==> src/rtl/fft_frame_ctrl.sv <==
// Frame controller between an ADC sample stream and a streaming FFT core:
// frames samples into packets, waits for the FFT output frame, then idles before the next frame.
module fft_frame_ctrl #(
   parameter int unsigned FRAME_LEN = 2048,
   parameter int unsigned DW        = 16,
   parameter int unsigned HOLDOFF   = 1000,
   parameter int unsigned TIMEOUT   = 65535
) (
   input  logic          clk,
   input  logic          rst,
   input  logic          run,
   input  logic          sample_en,
   input  logic [DW-1:0] adc_data,
   input  logic          fft_ready,
   input  logic          opd_o,
   input  logic [10:0]   idx_o,
   input  logic          err_clr,
   output logic [DW-1:0] fft_data,
   output logic          fft_valid,
   output logic          fft_sop,
   output logic          fft_eop,
   output logic          fft_clr,
   output logic          frame_done,
   output logic          busy,
   output logic          overrun_err,
   output logic          timeout_err,
   output logic [15:0]   frame_cnt
);

   localparam int unsigned CW = $clog2(FRAME_LEN);
   localparam int unsigned TW = (TIMEOUT > 0) ? $clog2(TIMEOUT + 1) : 1;
   localparam int unsigned HW = (HOLDOFF > 0) ? $clog2(HOLDOFF + 1) : 1;
   localparam logic [CW-1:0] LAST = CW'(FRAME_LEN - 1);

   typedef enum logic [2:0] {
      S_IDLE     = 3'd0,
      S_FEED     = 3'd1,
      S_WAIT_OUT = 3'd2,
      S_DRAIN    = 3'd3,
      S_HOLD     = 3'd4
   } state_t;

   state_t          state_q, state_d;
   logic [CW-1:0]   cnt_q, cnt_d;
   logic [TW-1:0]   tmo_q, tmo_d;
   logic [HW-1:0]   hold_q, hold_d;
   logic [DW-1:0]   data_q, data_d;
   logic            valid_q, valid_d;
   logic            sop_q, sop_d;
   logic            eop_q, eop_d;
   logic            clr_q, clr_d;
   logic            done_q, done_d;
   logic            busy_q, busy_d;
   logic            ovr_q, ovr_d;
   logic            terr_q, terr_d;
   logic [15:0]     fcnt_q, fcnt_d;
   logic            ovr_set, terr_set;

   // Bin index is informational only; nothing in the control path depends on it.
   logic unused_idx;
   assign unused_idx = ^idx_o;

   always_comb begin
      state_d  = state_q;
      cnt_d    = cnt_q;
      tmo_d    = tmo_q;
      hold_d   = hold_q;
      data_d   = data_q;
      valid_d  = 1'b0;
      sop_d    = 1'b0;
      eop_d    = 1'b0;
      clr_d    = 1'b0;
      done_d   = 1'b0;
      fcnt_d   = fcnt_q;
      ovr_set  = 1'b0;
      terr_set = 1'b0;

      case (state_q)
         S_IDLE: begin
            if (run) begin
               state_d = S_FEED;
               cnt_d   = '0;
            end
         end
         S_FEED: begin
            if (sample_en) begin
               if (fft_ready) begin
                  valid_d = 1'b1;
                  data_d  = adc_data;
                  sop_d   = (cnt_q == '0);
                  eop_d   = (cnt_q == LAST);
                  if (cnt_q == LAST) begin
                     cnt_d   = '0;
                     tmo_d   = '0;
                     state_d = S_WAIT_OUT;
                  end else begin
                     cnt_d = cnt_q + CW'(1);
                  end
               end else begin
                  // Sink stalled: the frame is unrecoverable, flush the core and restart.
                  ovr_set = 1'b1;
                  clr_d   = 1'b1;
                  cnt_d   = '0;
                  hold_d  = '0;
                  state_d = S_HOLD;
               end
            end
         end
         S_WAIT_OUT: begin
            if (opd_o) begin
               state_d = S_DRAIN;
            end else if ((32'(tmo_q) + 32'd1) >= TIMEOUT) begin
               terr_set = 1'b1;
               clr_d    = 1'b1;
               tmo_d    = '0;
               hold_d   = '0;
               state_d  = S_HOLD;
            end else begin
               tmo_d = tmo_q + TW'(1);
            end
         end
         S_DRAIN: begin
            if (!opd_o) begin
               done_d  = 1'b1;
               fcnt_d  = fcnt_q + 16'd1;
               hold_d  = '0;
               state_d = S_HOLD;
            end
         end
         S_HOLD: begin
            if (hold_q == HW'(HOLDOFF)) begin
               hold_d  = '0;
               cnt_d   = '0;
               state_d = run ? S_FEED : S_IDLE;
            end else begin
               hold_d = hold_q + HW'(1);
            end
         end
         default: begin
            state_d = S_IDLE;
            cnt_d   = '0;
            tmo_d   = '0;
            hold_d  = '0;
         end
      endcase

      // A new error in the clearing cycle takes priority over the clear.
      ovr_d  = ovr_set  | (ovr_q  & ~err_clr);
      terr_d = terr_set | (terr_q & ~err_clr);
      busy_d = (state_d != S_IDLE);
   end

   always_ff @(posedge clk or negedge rst) begin
      if (!rst) begin
         state_q <= S_IDLE;
         cnt_q   <= '0;
         tmo_q   <= '0;
         hold_q  <= '0;
         data_q  <= '0;
         valid_q <= 1'b0;
         sop_q   <= 1'b0;
         eop_q   <= 1'b0;
         clr_q   <= 1'b0;
         done_q  <= 1'b0;
         busy_q  <= 1'b0;
         ovr_q   <= 1'b0;
         terr_q  <= 1'b0;
         fcnt_q  <= '0;
      end else begin
         state_q <= state_d;
         cnt_q   <= cnt_d;
         tmo_q   <= tmo_d;
         hold_q  <= hold_d;
         data_q  <= data_d;
         valid_q <= valid_d;
         sop_q   <= sop_d;
         eop_q   <= eop_d;
         clr_q   <= clr_d;
         done_q  <= done_d;
         busy_q  <= busy_d;
         ovr_q   <= ovr_d;
         terr_q  <= terr_d;
         fcnt_q  <= fcnt_d;
      end
   end

   assign fft_data    = data_q;
   assign fft_valid   = valid_q;
   assign fft_sop     = sop_q;
   assign fft_eop     = eop_q;
   assign fft_clr     = clr_q;
   assign frame_done  = done_q;
   assign busy        = busy_q;
   assign overrun_err = ovr_q;
   assign timeout_err = terr_q;
   assign frame_cnt   = fcnt_q;

endmodule

==> config.mk <==
export PLATFORM = sky130hd
export DESIGN_NAME = fft_frame_ctrl
export DESIGN_NICKNAME = d
export VERILOG_FILES = /design/src/rtl/fft_frame_ctrl.sv
export SDC_FILE = /design/constraint.sdc
export NUM_CORES = 1
export LEC_CHECK = 0
export ABC_AREA = 1
export BUFFER_PORTS_ARGS = -buffer_cell sky130_fd_sc_hd__buf_2
export CORE_MARGIN = 2
export CORE_UTILIZATION = 51
export DETAILED_ROUTE_END_ITERATION = 12
export PLACE_DENSITY_LB_ADDON = 0.05
export SLEW_MARGIN = 10
export SYNTH_ARGS = -nofsm -noshare
export SYNTH_HDL_FRONTEND = slang
export SYNTH_SLANG_ARGS = --single-unit
==> constraint.sdc <==
create_clock -name clk -period 1.8 [get_ports clk]
set_input_delay 0.36 -clock clk [delete_from_list [all_inputs] [get_ports clk]]
set_output_delay 0.36 -clock clk [all_outputs]
set_load 0.02 [all_outputs]
# [Word-level counts from Yosys, hierarchy flattened]
# Index checks and enable logic that the tools add are counted.
[totals] ff_bits=80 in_bits=34 out_inout_bits=40 wordCells=101
[classes] addsub=5 order_cmp=1 n_eq_ne=15 mux=47 bitwise=9 n_reduce_logical=10
[ops] operator="16-bit two-way mux" n=5
[ops] operator="10-bit two-way mux" n=6
[ops] operator="11-bit two-way mux" n=5
[ops] operator="10-bit case mux with 5 select lines" n=1
[ops] operator="16-bit case mux with 3 select lines" n=1
[ops] operator="11-bit case mux with 4 select lines" n=1
[ops] operator="16-bit by 1-bit adder with 16-bit output, second input constant" n=2
[ops] operator="3-bit two-way mux" n=8
[ops] operator="1-bit two-way mux" n=18
[ops] operator="2-bit != test, second input constant" n=9
[ops] operator="16-bit by 1-bit adder with 17-bit output, second input constant" n=1
[ops] operator="17-bit by 16-bit >= comparator with 1-bit output, second input constant" n=1
[ops] operator="3-bit case mux with 5 select lines" n=1
[ops] operator="11-bit by 1-bit adder with 11-bit output, second input constant" n=1
[ops] operator="11-bit equality test, second input constant" n=1
[ops] operator="11-bit zero test" n=1
[ops] operator="10-bit by 1-bit adder with 10-bit output, second input constant" n=1
[ops] operator="10-bit equality test, second input constant" n=1
[ops] operator="3-bit by 2-bit equality test with 1-bit output, second input constant" n=2
[ops] operator="6-bit AND reduction" n=1
[ops] operator="1-bit inverter" n=5
[ops] operator="5-bit AND reduction" n=1
[ops] operator="4-bit AND reduction" n=1
[ops] operator="3-bit by 1-bit equality test with 1-bit output, second input constant" n=1
[ops] operator="10 further kinds" n=12

# [Longest topological paths before layout]
[depth] depth_word=6 mapped_depth=14 ltp_nobuf=14

# [Least setup slack after synthesis]
# No wires, ideal clock.
[synth_timing] path_type="register to register" start="reg tmo_q[0]" end="reg tmo_q[4]" arrival_time_ps=1721 slack_ps=-45 stages_incl_launch_ff=9 n_path_buf=1 path_cell_list="dfrtp_1 > ha_1 > nand2_1 > nor2_4 > nand4_1 > or3b_4 > nand4_4 > buf_6 > o21ai_2"
[synth_between] elab_chain_len=5
[synth_lines] element="from (decl)" line="45" source="logic [TW-1:0] tmo_q, tmo_d;"
[synth_lines] element="from (signal assigned)" line="172" source="tmo_q <= tmo_d;"
[synth_lines] element="16-bit by 1-bit adder with 17-bit output" line="112" source="end else if ((32'(tmo_q) + 32'd1) >= TIMEOUT) begin"
[synth_lines] element="17-bit by 16-bit >= comparator with 1-bit output" line="112"
[synth_lines] element="16-bit two-way mux *" line="112"
[synth_lines] element="16-bit two-way mux *" line="110" source="if (opd_o) begin"
[synth_lines] element="16-bit case mux with 3 select lines *" line="78" source="case (state_q)"
# Mark *: on every way between the ends. The rest lies on a longest branch, timed or not. The select of a mux whose other input is x is not followed.
# A chain may end at the register's enable or synchronous reset.

# [Worst setup path in the final report]
[layout_timing] start="reg tmo_q[0]" end="reg tmo_q[1]"
# The elaborated chain is that of the path after synthesis.

==> impl_metrics.csv <==
group,metric,value,unit
status,outcome,"finished, violations left",
status,violations,"negative setup slack",
global_routing,grt_max_degree,36,
setup_path,cp.arrival,2.18,ns
sta,fin_skew,0.00934,ns
die,fp-row-count,33,
die,ios,74,
global_routing,grt_pass1_wl,15.3,mm
final_layout,layout-drive-gt1-share,32.9,%
synth,synthTopCellsByArea,"dfrtp_1, nand2_1, inv_1",
die,die_h,94.6,um
die,fp.dieArea,8940,sq um
synth,synthesis.nets,564,
cts,htree_levels,3,
sta,drv_slew,0,
sta,finalSetupViolCount,30,
synth,ys_ff_latch,80,
sta,rsz0062_at_grt,"yes",
detailed_routing,dr.pass1.iters,4,
detailed_routing,ant_nets,0,
global_routing,grt_pass1_vias,3431,
detailed_routing,wl_met1,4.28,mm
synth,synth_top_area_share,47.8,%
power,ir_drop,0.000746,V
detailed_routing,vias_per_cell,4.84,
final_layout,area_growth,31.4,%
sta,setup_ws,-0.141,ns
final_layout,postLayoutCoreUtil,67.9,%
final_layout,stdcell_count,756,
power,power,5.59,mW
detailed_routing,wire_per_inst,12.2,um
die,core_area,8090,sq um
setup_path,critical_path_class,"reg -> reg",
final_layout,final_cell_mix,"nand2_1, dfrtp_1, inv_1",
sta,post-route-period-util,108,%
place,gp_congestion,0.872,
detailed_routing,routed.top_layer,"met4",
cts,cts_sinks,80,
cts,cts_tree,"built",
global_routing,grt.overflow.total,0,
synth,yosys.area.top_type,"dfrtp_1",
synth,syn-instance-count,523,
run,drv_cap,0,
die,fp.dieW,94.6,um
synth,yosys_warnings,0,
setup_path,cp_data_required_time,2.04,ns
synth,synth.cell_area,4180,sq um
global_routing,gr-usage-all-layers,21.6,%
detailed_routing,wl_met2,4.38,mm
detailed_routing,drtIter0Drc,93,
detailed_routing,routed_wl,9.26,mm
cts,cts-root-buf,"clkbuf_8",
cts,cts_max_path_buffers,2,
setup_path,cp-start-kind,"register",
place,placedCellCount,732,
place,place_ws,-0.288,ns
detailed_routing,dr_total_vias,3657,
setup_path,endpoint_kind,"register",
min_path,hp-class,"in -> reg",
synth,avgSynthCellArea,8.00,sq um
detailed_routing,wl_met3,478,um
place,hpwl,6.69,mm
sta,worstMarginPinSlew,0.366,ns
cts,cts_buffers,9,
final_layout,nets,687,
die,start_util,51.7,%
setup_path,worstPathMaxFanout,8,
sta,hold_viol_final,0,
sta,period_needed,1.94,ns
synth,synth.distinct_cells,39,
place,portBuffers,62,
power,p_per_area,1020,nW/um^2
cts,clk_pin_slew_worst_paths,0.08,ns
sta,fmax,515,MHz
global_routing,grt_antenna_before_repair,0,
synth,yosysSeqAreaShare,47.8,%
cts,clock_latency,0.35,ns
power,total_leakage_power,2.82,nW
final_layout,final_common_cell,"nand2_1",
final_layout,antenna_cells,0,
sta,max-slew-margin-rel,75.4,%
detailed_routing,drc,0,
[logic make-up after synthesis]
kind of cell / Yosys count / synth area share [%]
DFF: 80 / 47.8
xor gates and xnor gates: 17 / 3.56
and+or+nand+nor: 303 / 33.2
adders and majority gates: 7 / 2.09
buffers and inverters: 71 / 6.58
AOI/OAI and AO/OA: 45 / 6.73
[what timing repair did]
item	4_1_cts	5_1_grt
buffers inserted	3	3
endpoints found under the setup margin	31	42
gates resized for setup	23	41
hold buffers	1	0
cloned	1	0
hold endpoints to repair	17	0
pin swaps	6	5
[final timing paths]
path | from | to | slack, ns | cells past startpoint
max | tmo_q[0]$_DFFE_PN0P_ | tmo_q[1]$_DFFE_PN0P_ | -0.14 | 13
min | err_clr | timeout_err$_DFF_PN0_ | 0.19 | 2
max reg2reg | tmo_q[0]$_DFFE_PN0P_ | tmo_q[1]$_DFFE_PN0P_ | -0.14 | 13
min reg2reg | fft_data[14]$_DFFE_PN0P_ | fft_data[14]$_DFFE_PN0P_ | 0.47 | 2
max in group asynchronous | rst | timeout_err$_DFF_PN0_ | 0.84 | 3
min in group asynchronous | rst | tmo_q[14]$_DFFE_PN0P_ | 0.42 | 2
[layer usage]
metal | up-vias | GRT usage, %
met5 | - | 0
li1 | 1895 | -
met4 | 0 | 6.76
met1 | 1686 | 27.9
met3 | 9 | 6.15
met2 | 67 | 35.4
[power breakdown]
group / switching [mW] / internal [mW] / total (mW)
clock network: 0.696 / 0.653 / 1.35
registers: 0.181 / 2.09 / 2.27
logic: 1.26 / 0.709 / 1.97
[cell usage after synthesis (all sizes together)]
cell type  instances
nand2            188
dfrtp             80
inv               67
nor2              54
nand3             30
o21ai             26
nand4             14
a21oi             12
xor2               9
nor3               8
xnor2              8
ha                 7
nor4               3
o21bai             3
buf                2
clkbuf             2
nand3b             2
a21o               1
a31oi              1
and2               1
and3b              1
o211ai             1
o22ai              1
or2                1
or3b               1
[area by class of cell]
class / instances / area (sq um)
inverter: 67 / 254
fill: 703 / 2600
tap: 105 / 131
sequential: 80 / 2010
clock inverter: 7 / 77.6
clock buffer: 9 / 124
timing repair buffer: 116 / 778
multi-input combinational: 372 / 2120
[worst max-delay path, stage by stage (launching register included)]
cell	delay, ns
dfrtp_2	0.45
inv_2	0.09
ha_4	0.21
nor2_4	0.07
nor2_1	0.04
nor2_1	0.09
nand2_1	0.06
nor2_1	0.10
nand2_1	0.11
nor2_4	0.14
nand3_4	0.11
nand4_4	0.13
buf_16	0.16
o21ai_2	0.05
[metrics by stage]
stage                     instance area, sq um  TNS, ns  hold WS [ns]
after global placement                    5000    -5.51         0.259
after detailed placement                  5000    -6.72         0.257
final                                     5500    -3.70         0.195
after global routing                      5500    -7.34         0.169
after CTS                                 5320    -4.91         0.175
after floorplan                           4210   -0.497        0.0644
[state kept, by name (all words and copies together), names as in the netlist, 3 cells and up]
register   flops
state_q        3
fft_data      16
tmo_q         16
frame_cnt     16
hold_q        10
cnt_q         11
(Power assumes the default switching activity.)
